<file path="config.mk">
export PLATFORM = sky130hd
export DESIGN_NAME = uart_tx_buf
export DESIGN_NICKNAME = d
export VERILOG_FILES = /design/src/rtl/uart_tx_buf.sv
export SDC_FILE = /design/constraint.sdc
export NUM_CORES = 1
export LEC_CHECK = 0
export ABC_AREA = 0
export BUFFER_PORTS_ARGS = -buffer_cell sky130_fd_sc_hd__buf_2
export CAP_MARGIN = 10
export CELL_PAD_IN_SITES_DETAIL_PLACEMENT = 1
export CELL_PAD_IN_SITES_GLOBAL_PLACEMENT = 1
export CORE_MARGIN = 2
export CORE_UTILIZATION = 56
export DETAILED_ROUTE_END_ITERATION = 6
export GPL_TIMING_DRIVEN = 1
export PLACE_DENSITY = 0.89
export SETUP_SLACK_MARGIN = 0.1
export SLEW_MARGIN = 40
export SYNTH_ARGS = -nofsm -noshare
export SYNTH_HDL_FRONTEND = slang
export SYNTH_SLANG_ARGS = --single-unit
</file>
<file path="constraint.sdc">
create_clock -name clk -period 4.5 [get_ports clk]
set_input_delay 0.225 -clock clk [delete_from_list [all_inputs] [get_ports clk]]
set_output_delay 0.225 -clock clk [all_outputs]
set_load 0.1 [all_outputs]
</file>
<file path="src/rtl/uart_tx_buf.sv">
// Buffered UART transmitter: byte FIFO feeding an 8N1 LSB-first serialiser with per-frame baud select.
// Define UART_TX_PARITY_EN to insert an even-parity bit between the data bits and the stop bit.
`timescale 1ns/1ps
module uart_tx_buf #(
    parameter int unsigned DEPTH = 16,
    parameter int unsigned AW    = 4
) (
    input  logic        clk,
    input  logic        rst,
    input  logic [3:0]  mode,
    input  logic        wr_en,
    input  logic [7:0]  wr_data,
    output logic        full,
    output logic        empty,
    output logic [AW:0] count,
    output logic        overflow,
    output logic        miso,
    output logic        busy,
    output logic        wok
);

    typedef enum logic [2:0] {
        StIdle,
        StStart,
        StData,
`ifdef UART_TX_PARITY_EN
        StParity,
`endif
        StStop
    } state_e;

    logic [7:0]    mem_q [DEPTH];
    logic [AW-1:0] wptr_q, rptr_q;
    logic [AW:0]   count_q, count_d;
    logic          full_q, empty_q, overflow_q;
    logic          push, pop;

    state_e        state_q, state_d;
    logic [2:0]    bit_idx_q;
    logic [12:0]   cnt_q, div_q, div_sel;
    logic [7:0]    shift_q;
    logic          par_q;
    logic          bit_done;

    // Acceptance is judged on the registered full flag, so a pop in the same cycle cannot rescue it.
    assign push     = wr_en && !full_q;
    assign bit_done = (cnt_q == div_q - 13'd1);

    assign full     = full_q;
    assign empty    = empty_q;
    assign count    = count_q;
    assign overflow = overflow_q;

    always_comb begin
        case (mode)
            4'd1:    div_sel = 13'd2604;
            4'd2:    div_sel = 13'd1302;
            4'd3:    div_sel = 13'd868;
            4'd4:    div_sel = 13'd434;
            default: div_sel = 13'd5208;
        endcase
    end

    always_ff @(posedge clk) begin
        if (push) begin
            mem_q[wptr_q] <= wr_data;
        end
    end

    always_comb begin
        count_d = count_q;
        if (push && !pop) begin
            count_d = count_q + (AW+1)'(1);
        end else if (pop && !push) begin
            count_d = count_q - (AW+1)'(1);
        end
    end

    always_ff @(posedge clk or posedge rst) begin
        if (rst) begin
            wptr_q     <= '0;
            rptr_q     <= '0;
            count_q    <= '0;
            full_q     <= 1'b0;
            empty_q    <= 1'b1;
            overflow_q <= 1'b0;
        end else begin
            if (push) begin
                wptr_q <= wptr_q + AW'(1);
            end
            if (pop) begin
                rptr_q <= rptr_q + AW'(1);
            end
            count_q <= count_d;
            full_q  <= (count_d == (AW+1)'(DEPTH));
            empty_q <= (count_d == '0);
            if (wr_en && full_q) begin
                overflow_q <= 1'b1;
            end
        end
    end

    // State register and per-frame datapath.
    always_ff @(posedge clk or posedge rst) begin
        if (rst) begin
            state_q   <= StIdle;
            bit_idx_q <= '0;
            cnt_q     <= '0;
            div_q     <= 13'd5208;
            shift_q   <= '0;
            par_q     <= 1'b0;
        end else begin
            state_q <= state_d;
            if (pop) begin
                shift_q   <= mem_q[rptr_q];
                par_q     <= ^mem_q[rptr_q];
                div_q     <= div_sel;
                cnt_q     <= '0;
                bit_idx_q <= '0;
            end else if (state_q != StIdle) begin
                if (bit_done) begin
                    cnt_q <= '0;
                    if (state_q == StData) begin
                        shift_q   <= shift_q >> 1;
                        bit_idx_q <= bit_idx_q + 3'd1;
                    end
                end else begin
                    cnt_q <= cnt_q + 13'd1;
                end
            end
        end
    end

    always_comb begin
        state_d = state_q;
        pop     = 1'b0;
        unique case (state_q)
            StIdle: begin
                if (!empty_q) begin
                    pop     = 1'b1;
                    state_d = StStart;
                end
            end
            StStart: begin
                if (bit_done) state_d = StData;
            end
            StData: begin
                if (bit_done && bit_idx_q == 3'd7) begin
`ifdef UART_TX_PARITY_EN
                    state_d = StParity;
`else
                    state_d = StStop;
`endif
                end
            end
`ifdef UART_TX_PARITY_EN
            StParity: begin
                if (bit_done) state_d = StStop;
            end
`endif
            StStop: begin
                // Chain straight into the next start bit so queued bytes stream with no idle gap.
                if (bit_done) begin
                    if (!empty_q) begin
                        pop     = 1'b1;
                        state_d = StStart;
                    end else begin
                        state_d = StIdle;
                    end
                end
            end
            default: state_d = StIdle;
        endcase
    end

    always_comb begin
        miso = 1'b1;
        busy = (state_q != StIdle);
        wok  = 1'b0;
        unique case (state_q)
            StIdle:   miso = 1'b1;
            StStart:  miso = 1'b0;
            StData:   miso = shift_q[0];
`ifdef UART_TX_PARITY_EN
            StParity: miso = par_q;
`endif
            StStop: begin
                miso = 1'b1;
                wok  = bit_done;
            end
            default:  miso = 1'b1;
        endcase
    end

`ifndef UART_TX_PARITY_EN
    logic unused_par;
    assign unused_par = par_q;
`endif

endmodule

</file>
==> reports/qor.log <==
qor: floorplan.die_y 125 um
qor: setup_path.timing.critical_path.from_type flop
qor: setup_path.critPathRequiredTime 4.86 ns
qor: placed_design.gp_congestion 0.812
qor: power.cellPowerDensity 708 nW/um2
qor: drt.wl_per_cell 27.1 um
qor: global_route.grt.overflow.total 0
qor: cells_and_area.post_route_cells_drive_above_1_share 0.162
qor: cts.cts_resized 0
qor: cts.tritoncts built
qor: power.total_leakage_power 3.37 nW
qor: drt.drt_pre_antenna_iters 5
qor: cells_and_area.non_filler_instances 820
qor: drt.drt.antenna.violating_nets 0
qor: timing.worst_clock_skew 0.0155 ns
qor: cells_and_area.areaGrowthSynthToFinish 11.3%
qor: global_route.grt_max_degree 55
qor: yosys.yosys_most_used_dff edfxtp_1
qor: setup_path.worst_setup_path_end_kind flop
qor: timing.hold_violation_total_from_the_final_report 0
qor: power.comb_power_share 0.367
qor: setup_path.max_stage_delay 0.56 ns
qor: yosys.synth_cell_type_count 62
qor: cts.clk_latency 0.44 ns
qor: yosys.synth_enable_flop_cells 128
qor: yosys.syn-instance-count 596
qor: min_path.worstHoldPathType in2reg
qor: placed_design.dp_hpwl 14000 um
qor: yosys.ys_ff_latch 182
qor: power.vdd.ir_drop.worst 0.565 mV
qor: power.p_total 0.00645 W
qor: yosys.synth_fp_nets 626
qor: timing.timing.max_slew.rel_slack 0.463
qor: setup_path.reg2reg_slack 1.02 ns
qor: timing.final-setup-viol-count 0
qor: global_route.via_count_of_the_first_global_routing_pass 5738
qor: placed_design.numPlacedInstances 787
qor: drt.via_per_inst 6.60
qor: timing.layout_worst_path_cycle_share 0.773
qor: power.share_seq_of_total_power 0.395
qor: cells_and_area.num-fill-cells 1369
qor: yosys.synth_seq_area_share 0.636
qor: yosys.syn-mean-instance-area 13.7 um2
qor: timing.rsz_0062_raised_after_global_routing false
qor: flow_run.cap_violations 0
qor: global_route.grt_first_pass_wirelength 34700 um
qor: timing.worst_slew_pin_slew 0.800 ns
qor: cells_and_area.design.final.nets 653
qor: cts.tritoncts_num_sinks 182
qor: floorplan.initial_utilization 0.567
qor: setup_path.worst-path-max-fanout 28
qor: timing.upper_clock_frequency_limit 287 MHz
qor: floorplan.core_region_area 14400 um2
qor: timing.finalCriticalPeriod 3.48 ns
qor: setup_path.cell_with_the_largest_stage_delay_on_the_worst_path a211oi_2
qor: cts.total_clock_buffers_created_by_cts 17
qor: placed_design.portBuffers 25
qor: global_route.grt_usage 0.299
qor: power.internal-power 0.00373 W
qor: cts.clock_tree.htree_level_count 4
qor: power.swShare 0.422
qor: cells_and_area.layout_utilization 0.631
qor: floorplan.die-area 15600 um2
qor: cts.clk_slew_on_worst_s_h_paths 0.08 ns
qor: drt.route.detailed.drc 0
qor: drt.dr.first_iter.drc_count 548
qor: setup_path.cell_by_cell_trace_of_the_critical_path inv_1 -> ha_1 -> nor3b_1 -> nor3b_1 -> a31oi_1 -> nor4_4 -> o2111ai_2 -> and2_4 -> a211oi_2 -> nor2_1 -> a21oi_1
qor: drt.vias 5411
qor: yosys.synth-async-reset-ratio 0.297
qor: timing.drv_slew 0
qor: power.clock_group_share_of_total_power 0.238
qor: outcome.status complete, no violations
qor: yosys.yosysWarnings 0
qor: floorplan.die_width 125 um
qor: setup_path.most_frequent_cell_on_the_critical_path nor3b_1
qor: cts.cts_root_buffer clkbuf_16
qor: timing.whs 0.0138 ns
qor: floorplan.row_count 44
qor: setup_path.criticalPathCategory reg2reg
qor: floorplan.num_ports 26
qor: cells_and_area.antenna-diode-count 0
qor: cts.clockBufferDepth 2
qor: timing.setup_total_negative_slack 0 ns
qor: power.p_switching 0.00272 W
qor: setup_path.cp.arrival 3.84 ns
qor: cts.cts_setup_buffers 0
qor: global_route.number_of_antenna_violations_at_the_first_check_in_global_routing 0
qor: yosys.mappedNetlistArea 8180 um2
qor: drt.drt-total-wl 22300 um
==> per-stage QoR <==
step	worst slack [ns]	cell area [um2]
2_1_floorplan	1.47	8180
3_3_place_gp	1.36	8480
3_5_place_dp	1.10	8480
4_1_cts	1.07	9100
5_1_grt	0.745	9110
6_report	1.02	9110
==> placed cells by master, fill, tap and decap left out, types with 5 or more instances in the layout <==
| cell type | Yosys | routed |
|---|---|---|
| o22ai_1 | 15 | 15 |
| xor2_1 | 12 | 12 |
| o21ai_0 | 31 | 31 |
| nand2_1 | 47 | 47 |
| dfrtp_1 | 48 | 47 |
| clkbuf_16 | 0 | 17 |
| a31oi_1 | 6 | 6 |
| nor2_1 | 46 | 45 |
| and2_1 | 18 | 18 |
| a211oi_1 | 6 | 6 |
| buf_2 | 3 | 25 |
| mux4_2 | 19 | 19 |
| xnor2_1 | 21 | 21 |
| nand2b_1 | 5 | 5 |
| a21oi_1 | 18 | 18 |
| o221ai_1 | 7 | 7 |
| mux2i_1 | 28 | 28 |
| inv_1 | 18 | 17 |
| nand3_1 | 10 | 10 |
| dfstp_2 | 6 | 6 |
| ha_1 | 15 | 15 |
| edfxtp_1 | 128 | 128 |
| and3_1 | 7 | 7 |
| nor3_1 | 6 | 6 |
==> state kept, by name (all words and copies together) (netlist names) <==
name	cells
div_q	12
cnt_q	13
mem_q	128
shift_q	8
empty	1
bit_idx_q	3
wptr_q	4
count	5
overflow	1
state_q	2
full	1
rptr_q	4
==> timing repair <==
action / in CTS / in global routing
hold endpoints to repair: 9 / 0
hold buffers: 1 / 0
setup endpoints to repair: 0 / 0
==> final timing paths <==
path / startpoint / end / depth (start not counted)
setup / recovery: div_q[1] / shift_q[3] / 11
max in group asynchronous: rst / rptr_q[0] / 4
hold / removal: wr_en / overflow / 2
setup reg to reg: div_q[1] / shift_q[3] / 11
hold reg to reg: overflow / overflow / 1
min in group asynchronous: rst / full / 4
==> kinds of logic after synthesis <==
logic type	after synthesis	synth area share
muxes	49	0.0907
DFF	182	0.636
AOI/OAI and AO/OA	111	0.0894
and+or+nand+nor	163	0.102
adders and majority gates	17	0.0255
xor gates and xnor gates	34	0.0373
buffers and inverters	40	0.0197
==> power by group through the flow <==
stage | clock network [W] | logic [W] | registers, W
finish | 0.00154 | 0.00237 | 0.00255
global placement | 0 | 0.00210 | 0.00249
CTS | 0.00155 | 0.00234 | 0.00254
global route | 0.00161 | 0.00252 | 0.00258
detailed placement | 0 | 0.00228 | 0.00255
floorplan | 0 | 0.00157 | 0.00258
==> synthesized netlist by cell type, types with 4 or more instances <==
master	n	share of area
a21oi_1	18	0.011
nand2b_1	5	0.0038
o21ai_0	31	0.019
edfxtp_1	128	0.47
nor2_1	46	0.021
nor3_1	6	0.0037
ha_1	15	0.023
nand2_1	47	0.022
inv_1	18	0.0083
buf_1	4	0.0018
o221ai_1	7	0.0075
xnor2_1	21	0.022
dfstp_2	6	0.019
mux2i_1	28	0.034
nand4_1	4	0.0031
a31oi_1	6	0.0046
o22ai_1	15	0.011
nand3_1	10	0.0061
and2_1	18	0.014
clkbuf_1	14	0.0064
dfrtp_1	48	0.15
and3_1	7	0.0054
a211oi_1	6	0.0055
xor2_1	12	0.013
mux4_2	19	0.052
a21o_1	4	0.0037
==> cell type report <==
cell class / instances / area (um2) / share of cell area
Inverter: 18 / 67.6 / 0.00742
Sequential cell: 182 / 5210 / 0.572
Clock inverter: 15 / 186 / 0.0205
Tap cell: 184 / 230 / 0.0253
Timing Repair Buffer: 30 / 165 / 0.0181
Clock buffer: 17 / 425 / 0.0467
Multi-Input combinational cell: 374 / 2830 / 0.310
==> critical path: cells and delay by family, from the launching register on <==
kind	cells	cell delay, ns
adders and majority gates	1	0.32
and+or+nand+nor	5	1.45
AOI/OAI and AO/OA	4	1.07
DFF	1	0.44
buffers and inverters	1	0.11
==> metal layers <==
metal | up-vias | wire length (um) | GRT usage
li1 | 2293 | - | -
met5 | - | 0 | 0
met2 | 258 | 11500 | 0.506
met1 | 2808 | 8730 | 0.388
met4 | 0 | 597 | 0.101
met3 | 52 | 1430 | 0.0614
Power figures use the tool's default switching activity.
